==> config.mk <==
export PLATFORM = sky130hd
export DESIGN_NAME = ppu_chr_bridge
export DESIGN_NICKNAME = d
export VERILOG_FILES = /design/src/rtl/ppu_chr_bridge.sv
export SDC_FILE = /design/constraint.sdc
export NUM_CORES = 1
export LEC_CHECK = 0
export BUFFER_PORTS_ARGS = -buffer_cell sky130_fd_sc_hd__buf_2
export CORE_ASPECT_RATIO = 0.9
export CORE_MARGIN = 4
export CORE_UTILIZATION = 40
export DETAILED_ROUTE_END_ITERATION = 16
export SYNTH_ARGS = -nofsm -noshare
export SYNTH_HDL_FRONTEND = slang
export SYNTH_SLANG_ARGS = --single-unit
==> constraint.sdc <==
create_clock -name clk -period 5 [get_ports clk]
set_clock_uncertainty 0.15 [all_clocks]
set_input_delay 1 -clock clk [delete_from_list [all_inputs] [get_ports clk]]
set_output_delay 1 -clock clk [all_outputs]
set_load 0.005 [all_outputs]
==> src/rtl/ppu_chr_bridge.sv <==
// ppu_chr_bridge: serves NES PPU pattern-table (CHR) accesses from a byte-wide
// memory request port. Provides CIRAM mirroring select, 8 KB CHR banking,
// optional CHR-RAM write-through, a single-entry last-address hit buffer and
// a saturating counter of reads whose strobe ended before data arrived.
module ppu_chr_bridge #(
  parameter int          ADDR_W      = 23,
  parameter int          BANK_W      = 4,
  parameter int unsigned CHR_BASE    = 0,
  parameter bit          CHR_RAM     = 1'b0,
  parameter int          SYNC_STAGES = 2,
  parameter int          CNT_W       = 16
) (
  input  logic              clk,
  input  logic              rst_n,
  input  logic              enable,
  input  logic [1:0]        mirror_mode,
  input  logic [BANK_W-1:0] chr_bank,
  input  logic [13:0]       ppu_addr,
  input  logic              ppu_rd_n,
  input  logic              ppu_we_n,
  input  logic [7:0]        ppu_din,
  output logic [7:0]        ppu_dout,
  output logic              ppu_doe,
  output logic              vram_cs_n,
  output logic              vram_a10_n,
  output logic [ADDR_W-1:0] mem_addr,
  output logic              mem_rw,
  output logic [7:0]        mem_wdata,
  output logic              mem_req,
  input  logic              mem_busy,
  input  logic [7:0]        mem_rdata,
  input  logic              mem_rvalid,
  output logic [CNT_W-1:0]  late_count
);

  typedef enum logic [2:0] {
    S_IDLE, S_RD_REQ, S_RD_WAIT, S_HOLD, S_DRAIN, S_WR_REQ
  } state_e;

  state_e state_q, state_d;

  logic [SYNC_STAGES-1:0] rd_sync_q, we_sync_q;
  logic                   rd_prev_q, we_prev_q;
  logic                   rd_lvl, we_lvl, rd_fall, rd_rise, we_fall;

  logic [7:0]        dout_q, dout_d;
  logic              doe_q, doe_d;
  logic              req_q, req_d;
  logic              rw_q, rw_d;
  logic [ADDR_W-1:0] addr_q, addr_d;
  logic [7:0]        wdata_q, wdata_d;
  logic [CNT_W-1:0]  late_q, late_d, late_inc;
  logic              gone_q, gone_d;        // strobe released during current read
  logic              buf_valid_q, buf_valid_d;
  logic [ADDR_W-1:0] buf_addr_q, buf_addr_d;
  logic [7:0]        buf_data_q, buf_data_d;
  logic [BANK_W-1:0] bank_prev_q;
  logic [1:0]        mirror_prev_q;

  logic [ADDR_W-1:0] map_addr;
  logic              is_chr, cfg_change, buf_hit, buf_match, rd_start, wr_start;

  assign rd_lvl  = rd_sync_q[SYNC_STAGES-1];
  assign we_lvl  = we_sync_q[SYNC_STAGES-1];
  assign rd_fall = rd_prev_q & ~rd_lvl;
  assign rd_rise = ~rd_prev_q & rd_lvl;
  assign we_fall = we_prev_q & ~we_lvl;

  assign map_addr   = ADDR_W'(CHR_BASE) + ADDR_W'({chr_bank, ppu_addr[12:0]});
  assign is_chr     = ~ppu_addr[13];
  assign cfg_change = (chr_bank != bank_prev_q) | (mirror_mode != mirror_prev_q);
  assign buf_match  = buf_valid_q & (buf_addr_q == map_addr);
  assign buf_hit    = buf_match & ~cfg_change;
  assign rd_start   = rd_fall & is_chr & enable;
  assign wr_start   = we_fall & is_chr & enable;
  assign late_inc   = (&late_q) ? late_q : late_q + CNT_W'(1);

  assign vram_cs_n  = ~ppu_addr[13];
  assign ppu_dout   = dout_q;
  // Output enable drops as soon as the strobe is seen released or the bridge is disabled.
  assign ppu_doe    = doe_q & enable & ~rd_lvl;
  assign mem_addr   = addr_q;
  assign mem_rw     = rw_q;
  assign mem_wdata  = wdata_q;
  assign mem_req    = req_q;
  assign late_count = late_q;

  // CIRAM A10 selection from the mirroring mode.
  always_comb begin
    vram_a10_n = 1'b0;
    case (mirror_mode)
      2'd0:    vram_a10_n = ppu_addr[11];
      2'd1:    vram_a10_n = ppu_addr[10];
      2'd2:    vram_a10_n = 1'b0;
      default: vram_a10_n = 1'b1;
    endcase
  end

  // Strobe synchronisers and edge-detect history; idle level of strobes is high.
  always_ff @(posedge clk or negedge rst_n) begin
    if (!rst_n) begin
      rd_sync_q <= '1;
      we_sync_q <= '1;
      rd_prev_q <= 1'b1;
      we_prev_q <= 1'b1;
    end else begin
      rd_sync_q <= {rd_sync_q[SYNC_STAGES-2:0], ppu_rd_n};
      we_sync_q <= {we_sync_q[SYNC_STAGES-2:0], ppu_we_n};
      rd_prev_q <= rd_lvl;
      we_prev_q <= we_lvl;
    end
  end

  // Next-state and datapath decisions for the access state machine.
  always_comb begin
    state_d     = state_q;
    dout_d      = dout_q;
    doe_d       = doe_q;
    req_d       = req_q;
    rw_d        = rw_q;
    addr_d      = addr_q;
    wdata_d     = wdata_q;
    late_d      = late_q;
    gone_d      = gone_q;
    buf_valid_d = buf_valid_q;
    buf_addr_d  = buf_addr_q;
    buf_data_d  = buf_data_q;

    unique case (state_q)
      S_IDLE: begin
        if (rd_start) begin
          gone_d = 1'b0;
          if (buf_hit) begin
            dout_d  = buf_data_q;
            doe_d   = 1'b1;
            state_d = S_HOLD;
          end else begin
            req_d   = 1'b1;
            rw_d    = 1'b0;
            addr_d  = map_addr;
            state_d = S_RD_REQ;
          end
        end else if (wr_start) begin
          if (buf_match) buf_valid_d = 1'b0;
          if (CHR_RAM) begin
            req_d   = 1'b1;
            rw_d    = 1'b1;
            addr_d  = map_addr;
            wdata_d = ppu_din;
            state_d = S_WR_REQ;
          end
        end
      end
      S_RD_REQ: begin
        if (rd_rise) gone_d = 1'b1;
        if (!mem_busy) begin
          req_d = 1'b0;
          if (gone_q | rd_rise) begin
            late_d  = late_inc;
            state_d = S_DRAIN;
          end else begin
            state_d = S_RD_WAIT;
          end
        end
      end
      S_RD_WAIT: begin
        if (rd_rise) gone_d = 1'b1;
        if (mem_rvalid) begin
          dout_d      = mem_rdata;
          buf_data_d  = mem_rdata;
          buf_addr_d  = addr_q;
          buf_valid_d = 1'b1;
          if (gone_q | rd_rise) begin
            late_d  = late_inc;
            state_d = S_IDLE;
          end else begin
            doe_d   = 1'b1;
            state_d = S_HOLD;
          end
        end
      end
      S_HOLD: begin
        if (rd_lvl) begin
          doe_d   = 1'b0;
          state_d = S_IDLE;
        end
      end
      S_DRAIN: begin
        if (mem_rvalid) state_d = S_IDLE;
      end
      S_WR_REQ: begin
        if (!mem_busy) begin
          req_d   = 1'b0;
          state_d = S_IDLE;
        end
      end
      default: state_d = S_IDLE;
    endcase

    // A bank or mirroring change makes the buffered byte untrustworthy.
    if (cfg_change) buf_valid_d = 1'b0;
  end

  // State and datapath registers.
  always_ff @(posedge clk or negedge rst_n) begin
    if (!rst_n) begin
      state_q       <= S_IDLE;
      dout_q        <= '0;
      doe_q         <= 1'b0;
      req_q         <= 1'b0;
      rw_q          <= 1'b0;
      addr_q        <= '0;
      wdata_q       <= '0;
      late_q        <= '0;
      gone_q        <= 1'b0;
      buf_valid_q   <= 1'b0;
      buf_addr_q    <= '0;
      buf_data_q    <= '0;
      bank_prev_q   <= '0;
      mirror_prev_q <= '0;
    end else begin
      state_q       <= state_d;
      dout_q        <= dout_d;
      doe_q         <= doe_d;
      req_q         <= req_d;
      rw_q          <= rw_d;
      addr_q        <= addr_d;
      wdata_q       <= wdata_d;
      late_q        <= late_d;
      gone_q        <= gone_d;
      buf_valid_q   <= buf_valid_d;
      buf_addr_q    <= buf_addr_d;
      buf_data_q    <= buf_data_d;
      bank_prev_q   <= chr_bank;
      mirror_prev_q <= mirror_mode;
    end
  end

endmodule

==> results.yml, run 1 <==
finish:
  antennaDiodeCount: 0
  area_delta_synth_final_pct: 18.1
  final_area_sq_um: 4830
  fin_nets: 481
  fillers: 904
  multi_input_area_sq_um: 1780
  drive_gt1_share_pct: 34.8
  regArea_sq_um: 2130
power_and_ir_drop:
  power_density_nw_per_um2: 487
  irDropWorstVdd_uv: 246
  p_leak_nw: 2.30
critical_path:
  path_buf_inv: 1
  startpoint_type: "primary input"
  crit_type: "in2reg"
  slowest_stage: "nand2_2"
  arrival_ns: 3.34
  max_stage_delay_ns: 0.56
  critical-path-top-delay-family: "simple AND/OR/NAND/NOR gates"
  r2r_slack_ns: 2.11
  cp_cell_sequence: "buf_2 > xnor2_1 > nand4_1 > nor4_1 > nand3_2 > nand2_2 > mux2_2"
  reg2reg_from: "buf_addr_q[11]"
  r2r_cells: 6
  worstSetupEndpointType: "flop"
  r2r-end: "mem_addr[13]"
  crit_required_ns: 5.07
  cp_max_fo: 19
routing:
  vias: 2866
  drcViolationCount: 0
  drt_pre_antenna_iters: 4
  first_iter_violations: 117
  avgViaCountPerCell: 5.05
  post_drt_wl_per_cell_um: 15.5
  drt-total-wl_mm: 8.79
  ant_nets: 0
grt:
  antenna_found_initial: 0
  grt_use_total_pct: 15.4
  first_global_vias: 2919
  grt_pass1_wl_mm: 14.8
  grt_max_degree: 48
  grt_overflow_total: 0
logic_synthesis:
  async_flop_share_pct: 100
  yosysWarnings: 0
  netlist_top_cells_count: "dfrtp_1, mux2_2, xnor2_1, nand2_1, nand3_1"
  synth_top_family_by_area: "simple AND/OR/NAND/NOR gates"
  synth-edff-count: 0
  syn_area_sq_um: 4090
  synth_seq_area_share_pct: 52.2
  ys_ff_latch: 85
  yosysTopAreaCell: "dfrtp_1"
  synthCells: 360
  synth_top_cell_area_share_pct: 48.4
  synth-adder-area-share_pct: 0.306
  yosys.area_share.xor_xnor_pct: 7.93
  synth.avg_cell_area_sq_um: 11.4
  synth_simple_gate_area_share_pct: 12.9
  dominantRegCellSynth: "dfrtp_1"
  synth.distinct_cells: 48
  yosys.cell_count.top_type: "dfrtp_1"
  synthMuxAreaShare_pct: 11.8
  synth_compound_area_share_pct: 9.25
  synthTopCellsByArea: "dfrtp_1, mux2_2, xnor2_1, dfstp_2, buf_4"
clocking:
  cts-resized-gates: 0
  clk_path_buf_depth: 2
  cts_buffers: 9
  insertion_delay_ns: 0.34
  cts_sinks: 85
  htreeDepth: 3
  cts_tree: "done"
  path_clk_slew_ns: 0.06
  hold_buffers: 0
  cts_setup_buffers: 0
  cts_root_buffer: "clkbuf_16"
die:
  die_area_sq_um: 11900
  core-area_sq_um: 9830
  start_util_pct: 41.6
  io_pins: 103
  die_y_um: 104
  die_x_um: 115
  rows: 34
worst_hold_path:
  hold_path.class: "reg2reg"
  hold_depth: 0
  hold_end: "rd_sync_q[1]"
  min-delay-start: "rd_sync_q[0]"
sta:
  slew_viol_final: 0
  period_share_pct: 65.4
  rsz0062_at_grt: "no"
  fmax_mhz: 306
  setup_viol: 0
  max_slew_margin_pct: 39.6
  min_period_ns: 3.27
  finalSetupTns_ns: 0
  worstMarginPinSlew_ns: 0.906
  finalHoldViolCount: 0
placed_design:
  port_buffers: 79
  place_area_sq_um: 4530
  place_congestion: 0.771
  hpwl_mm: 6.17
run_status:
  outcome: "finished, final reports clean"
run:
  cap_violations: 0
## kinds of logic (layout without fill, tap and decap cells)
kind of cell    count (synthesis)  in the layout
simple gates                   99             99
flops                          85             85
compound gates                 53             53
mux                            43             43
buf+inv                        41            109
xor+xnor                       37             37
fa+ha+maj                       1              1
other cells                     1             15
## area by class of cell
| class | count | area share (%) |
|---|---|---|
| clock buffers | 11 | 4.82 |
| multi-input cells | 248 | 36.9 |
| inverters | 12 | 0.933 |
| flip-flops and latches | 85 | 44.2 |
| clock inverters | 5 | 1.27 |
| repair buffers | 81 | 8.55 |
| well taps | 126 | 3.27 |
## metrics by stage
stage          worst slack (ns)  hold slack (ns)  instances  power [mW]  utilization [%]
2_1_floorplan              2.20            0.195        374        1.49                -
3_3_place_gp               1.44            0.197        552        1.69             46.1
3_5_place_dp               1.38            0.198        552        1.71             46.1
4_1_cts                    1.71            0.209        568        2.39             49.1
5_1_grt                    1.52            0.214        568        2.51             49.1
6_report                   1.73            0.206        568        2.35             49.1
## sequential cells by signal, indices dropped and copies added, names as in the netlist, 3 cells and up
signal	flops
buf_data_q	8
state_q	3
bank_prev_q	4
buf_addr_q	17
ppu_dout	8
late_count	16
mem_addr	17
## power by group
| part | switching [mW] | internal, mW |
|---|---|---|
| clock network | 0.270 | 0.390 |
| registers | 0.167 | 0.879 |
| logic | 0.291 | 0.352 |
| total | 0.729 | 1.62 |
## cells in the final DEF (no fill, tap or decap), types with 5 or more instances in the layout
cell       instances
nand2_1           26
nor3_1             5
inv_1             12
a21oi_1            9
nand4_1            6
o21ai_0           16
nand3_1           23
o211ai_1           8
dfrtp_1           79
xor2_1             5
conb_1            15
nor2_1            10
nand2b_1           6
dfstp_2            6
mux2_2            43
a22oi_1            8
buf_2             78
xnor2_1           32
clkbuf_16          9
## how the worst max path moves through the flow
stage / start / to / slack (ns) / depth (start not counted)
floorplan: ppu_addr[7] / mem_addr[10] / 2.20 / 7
detailed placement: chr_bank[3] / mem_addr[5] / 1.38 / 7
CTS: chr_bank[3] / mem_addr[13] / 1.71 / 7
global placement: chr_bank[3] / mem_addr[6] / 1.44 / 7
global route: ppu_addr[11] / mem_addr[2] / 1.52 / 7
finish: chr_bank[3] / mem_addr[13] / 1.73 / 7
## layer usage
metal | vias to the layer above | part of all wire (%) | wire (um) | GRT usage, %
li1 | 1382 | - | - | -
met1 | 1391 | 46 | 4030 | 20.8
met2 | 86 | 47 | 4110 | 24.0
met3 | 7 | 6.5 | 567 | 4.71
met4 | 0 | 0.93 | 82 | 4.41
met5 | - | 0 | 0 | 0
(Power assumes the default switching activity.)
==> inputs of run 2 (changes only) <==
- clock period: 5 -> 3.15 ns (I/O delays scaled with it)
==> results.yml, run 2 (synthesis gave the netlist of run 1 again) <==
routing:
  ant_nets: 0
  drt-total-wl_mm: 8.94
  vias: 2904
  first_iter_violations: 193
  drcViolationCount: 0
  drt_pre_antenna_iters: 4
  post_drt_wl_per_cell_um: 15.5
  avgViaCountPerCell: 5.05
critical_path:
  r2r_slack_ns: 0.69
  cp_cell_sequence: "or3b_4 > a221oi_4 > o41ai_4 > nor3_4 > nand4_1 > xnor2_1"
  arrival_ns: 2.53
  crit_required_ns: 3.22
  path_buf_inv: 0
  cp_max_fo: 14
  worstSetupEndpointType: "flop"
  critical-path-top-delay-family: "simple AND/OR/NAND/NOR gates"
  reg2reg_from: "state_q[0]"
  r2r_cells: 6
  max_stage_delay_ns: 0.59
  crit_type: "reg2reg"
  slowest_stage: "dfrtp_1"
  startpoint_type: "flop"
  r2r-end: "late_count[9]"
placed_design:
  dp.cells: 559
  hpwl_mm: 6.36
  place_congestion: 0.784
  port_buffers: 79
finish:
  layout_common_cells: "dfrtp_1, buf_2, mux2_2, xnor2_1, nand2_1"
  area_delta_synth_final_pct: 19.6
  layout.cells.non_filler: 575
  mostFrequentLayoutCell: "dfrtp_1"
  fin_util_pct: 49.7
  fin_nets: 488
  drive_gt1_share_pct: 36.1
  antennaDiodeCount: 0
clocking:
  cts_sinks: 85
  cts-resized-gates: 0
  hold_buffers: 0
  insertion_delay_ns: 0.33
  cts_buffers: 9
  cts_tree: "done"
  clk_path_buf_depth: 2
  path_clk_slew_ns: 0.06
  htreeDepth: 3
  cts_setup_buffers: 0
  cts_root_buffer: "clkbuf_16"
power_and_ir_drop:
  irDropWorstVdd_uv: 356
  power_density_nw_per_um2: 775
  pwr-share-clk_pct: 28.2
  p_comb_share_pct: 28.7
  p_leak_nw: 2.33
  netSwitchingFraction_pct: 31.4
  power.total_mw: 3.79
  p_sw_mw: 1.19
  p_seq_share_pct: 43.1
  p_int_mw: 2.60
grt:
  first_global_vias: 2977
  antenna_found_initial: 0
  grt_overflow_total: 0
  grt_pass1_wl_mm: 15.0
  grt_max_degree: 49
  grt_use_total_pct: 15.7
die:
  die_area_sq_um: 11900
  io_pins: 103
  die_x_um: 115
  core-area_sq_um: 9830
  start_util_pct: 41.6
  die_y_um: 104
  rows: 34
sta:
  max_slew_margin_pct: 59.2
  min_period_ns: 2.46
  fmax_mhz: 407
  finalSetupTns_ns: 0
  setup_viol: 0
  period_share_pct: 78.1
  hold_ws_ns: 0.155
  worstMarginPinSlew_ns: 0.612
  slew_viol_final: 0
  rsz0062_at_grt: "no"
  finalHoldViolCount: 0
run:
  cap_violations: 0
worst_hold_path:
  hold_path.class: "in2async"
run_status:
  outcome: "finished, final reports clean"
[run 2: cell types whose count changed in the layout (fill, tap and decap cells not counted), sizes merged]
| cell | change |
|---|---|
| clkbuf | -1 |
| clkinvlp | +1 |
| buf | +7 |
| clkinv | -1 |
| inv | +1 |
[run 2: routing by layer]
metal	track usage [%]	part of all wire [%]
met1	21.7	47
met4	3.99	1.3
met3	4.77	5.7
met5	0	0
met2	23.9	46
[run 2: power by group through the flow]
stage	Sequential (mW)	Clock (mW)	Combinational [mW]
after floorplan	1.60	0	0.776
after global placement	1.63	0	1.07
after detailed placement	1.65	0	1.10
after CTS	1.63	1.10	1.11
after global routing	1.68	1.14	1.21
final	1.63	1.07	1.09
[run 2: through the flow]
stage | instance area [sq um] | setup slack [ns]
3_3_place_gp | 4590 | 0.385
5_1_grt | 4890 | 0.518
6_report | 4890 | 0.690
2_1_floorplan | 4140 | 0.720
4_1_cts | 4890 | 0.667
3_5_place_dp | 4590 | 0.318
[run 2: worst max path at each step]
stage | cells after the start | endpoint | startpoint
after floorplan | 7 | mem_addr[10] | ppu_addr[7]
final | 6 | late_count[9] | state_q[0]
after detailed placement | 7 | mem_addr[12] | ppu_addr[2]
after CTS | 6 | mem_addr[14] | buf_addr_q[11]
after global routing | 6 | late_count[15] | state_q[0]
after global placement | 7 | mem_addr[6] | chr_bank[3]
[run 2: layout make-up]
class | count | area (sq um)
fillers | 900 | 4940
well taps | 126 | 158
repair buffers | 88 | 465
clock inverters | 6 | 71.3
multi-input cells | 248 | 1780
clock buffers | 10 | 229
flip-flops and latches | 85 | 2130
inverters | 12 | 45.0
==> inputs of run 3 (changes only) <==
- clock period: 3.15 -> 2.48 ns (I/O delays scaled with it)
==> results.yml, run 3 (synthesis gave the netlist of run 1 again) <==
run_status:
  outcome: "finished, final reports clean"
die:
  die_area_sq_um: 11900
  start_util_pct: 41.6
  io_pins: 103
  die_y_um: 104
  die_x_um: 115
  core-area_sq_um: 9830
  rows: 34
clocking:
  cts_root_buffer: "clkbuf_16"
  path_clk_slew_ns: 0.06
  cts_buffers: 9
  clk_path_buf_depth: 2
  cts-resized-gates: 0
  cts_sinks: 85
  htreeDepth: 3
  cts_tree: "done"
  insertion_delay_ns: 0.33
sta:
  hold_ws_ns: 0.113
  period_share_pct: 90.1
  fmax_mhz: 448
  finalHoldViolCount: 0
  rsz0062_at_grt: "no"
  slew_viol_final: 0
  finalSetupTns_ns: 0
  max_slew_margin_pct: 61.5
  min_period_ns: 2.23
  worstMarginPinSlew_ns: 0.576
  fin_ws_ns: 0.246
  setup_viol: 0
placed_design:
  hpwl_mm: 6.13
  place_area_sq_um: 4650
  dp.cells: 564
  dp_slack_ns: 0.0531
  place_congestion: 0.789
  port_buffers: 79
finish:
  fin_nets: 494
  mostFrequentLayoutCell: "dfrtp_1"
  fillers: 903
  area_delta_synth_final_pct: 21.3
  fin_util_pct: 50.4
  final_area_sq_um: 4960
  antennaDiodeCount: 0
  layout_common_cells: "dfrtp_1, buf_2, mux2_2, xnor2_1, nand2_1"
  drive_gt1_share_pct: 36.7
  layout.cells.non_filler: 581
critical_path:
  crit_type: "reg2reg"
  cp_max_fo: 6
  crit_end: "late_count[9]"
  startpoint_type: "flop"
  crit_required_ns: 2.54
  arrival_ns: 2.30
  r2r_slack_ns: 0.25
  worstSetupEndpointType: "flop"
  r2r-end: "late_count[9]"
  reg2reg_from: "state_q[1]"
  r2r_cells: 6
  startpoint: "state_q[1]"
routing:
  drt_pre_antenna_iters: 4
  ant_nets: 0
  drcViolationCount: 0
  drt-total-wl_mm: 8.61
  first_iter_violations: 113
  post_drt_wl_per_cell_um: 14.8
  vias: 2886
  avgViaCountPerCell: 4.97
worst_hold_path:
  hold_depth: 1
  hold_path.class: "in2reg"
power_and_ir_drop:
  p_leak_nw: 2.38
  netSwitchingFraction_pct: 31.0
  pwr-share-clk_pct: 28.2
  irDropWorstVdd_uv: 477
  p_sw_mw: 1.49
  power.total_mw: 4.81
  p_comb_share_pct: 29.4
  p_int_mw: 3.32
  power_density_nw_per_um2: 971
  p_seq_share_pct: 42.4
grt:
  grt_pass1_wl_mm: 14.9
  grt_use_total_pct: 15.4
  grt_overflow_total: 0
  antenna_found_initial: 0
  grt_max_degree: 45
  first_global_vias: 2919
run:
  cap_violations: 0
run 3: cell type report:
type | instances | area [sq um] | area share (%)
Clock inverter | 6 | 70.1 | 1.41
Sequential cell | 85 | 2130 | 43.1
Inverter | 12 | 45.0 | 0.909
Clock buffer | 10 | 229 | 4.62
Multi-Input combinational cell | 248 | 1780 | 36.0
Tap cell | 126 | 158 | 3.18
Timing Repair Buffer | 94 | 538 | 10.9
run 3: what timing repair did:
item	in CTS	in global routing
hold endpoints to repair	19	0
buffers inserted	0	0
endpoints found under the setup margin	0	0
hold buffers	1	0
run 3: metal layers:
metal / up-vias / GRT usage (%) / routed length, um
met5: - / 0 / 0
met2: 86 / 22.8 / 3970
met3: 4 / 5.18 / 541
met1: 1383 / 22.0 / 4050
met4: 0 / 3.31 / 44
li1: 1413 / - / -
run 3: worst min-delay path by stage:
| stage | slack [ns] | to | from |
|---|---|---|---|
| after global routing | 0.09 | rd_sync_q[0] | ppu_rd_n |
| after global placement | 0.20 | we_sync_q[1] | we_sync_q[0] |
| after CTS | 0.10 | rd_sync_q[0] | ppu_rd_n |
| final | 0.11 | we_sync_q[0] | ppu_we_n |
| after floorplan | 0.05 | bank_prev_q[0] | rst_n |
| after detailed placement | 0.20 | we_sync_q[1] | we_sync_q[0] |
run 3: worst max-delay path, stage by stage, from the launching register on:
cell and delay [ns]:
dfrtp_1 0.41, or3b_4 0.43, a221oi_4 0.34, o41ai_4 0.21
nor3_4 0.29, nand4_1 0.15, xnor2_1 0.14
run 3: power by group through the flow:
stage / clock network, mW / registers [mW] / logic [mW]
after CTS: 1.40 / 2.04 / 1.44
final: 1.36 / 2.04 / 1.41
after detailed placement: 0 / 2.06 / 1.44
after global placement: 0 / 2.05 / 1.40
after global routing: 1.48 / 2.10 / 1.60
after floorplan: 0 / 2.03 / 0.985
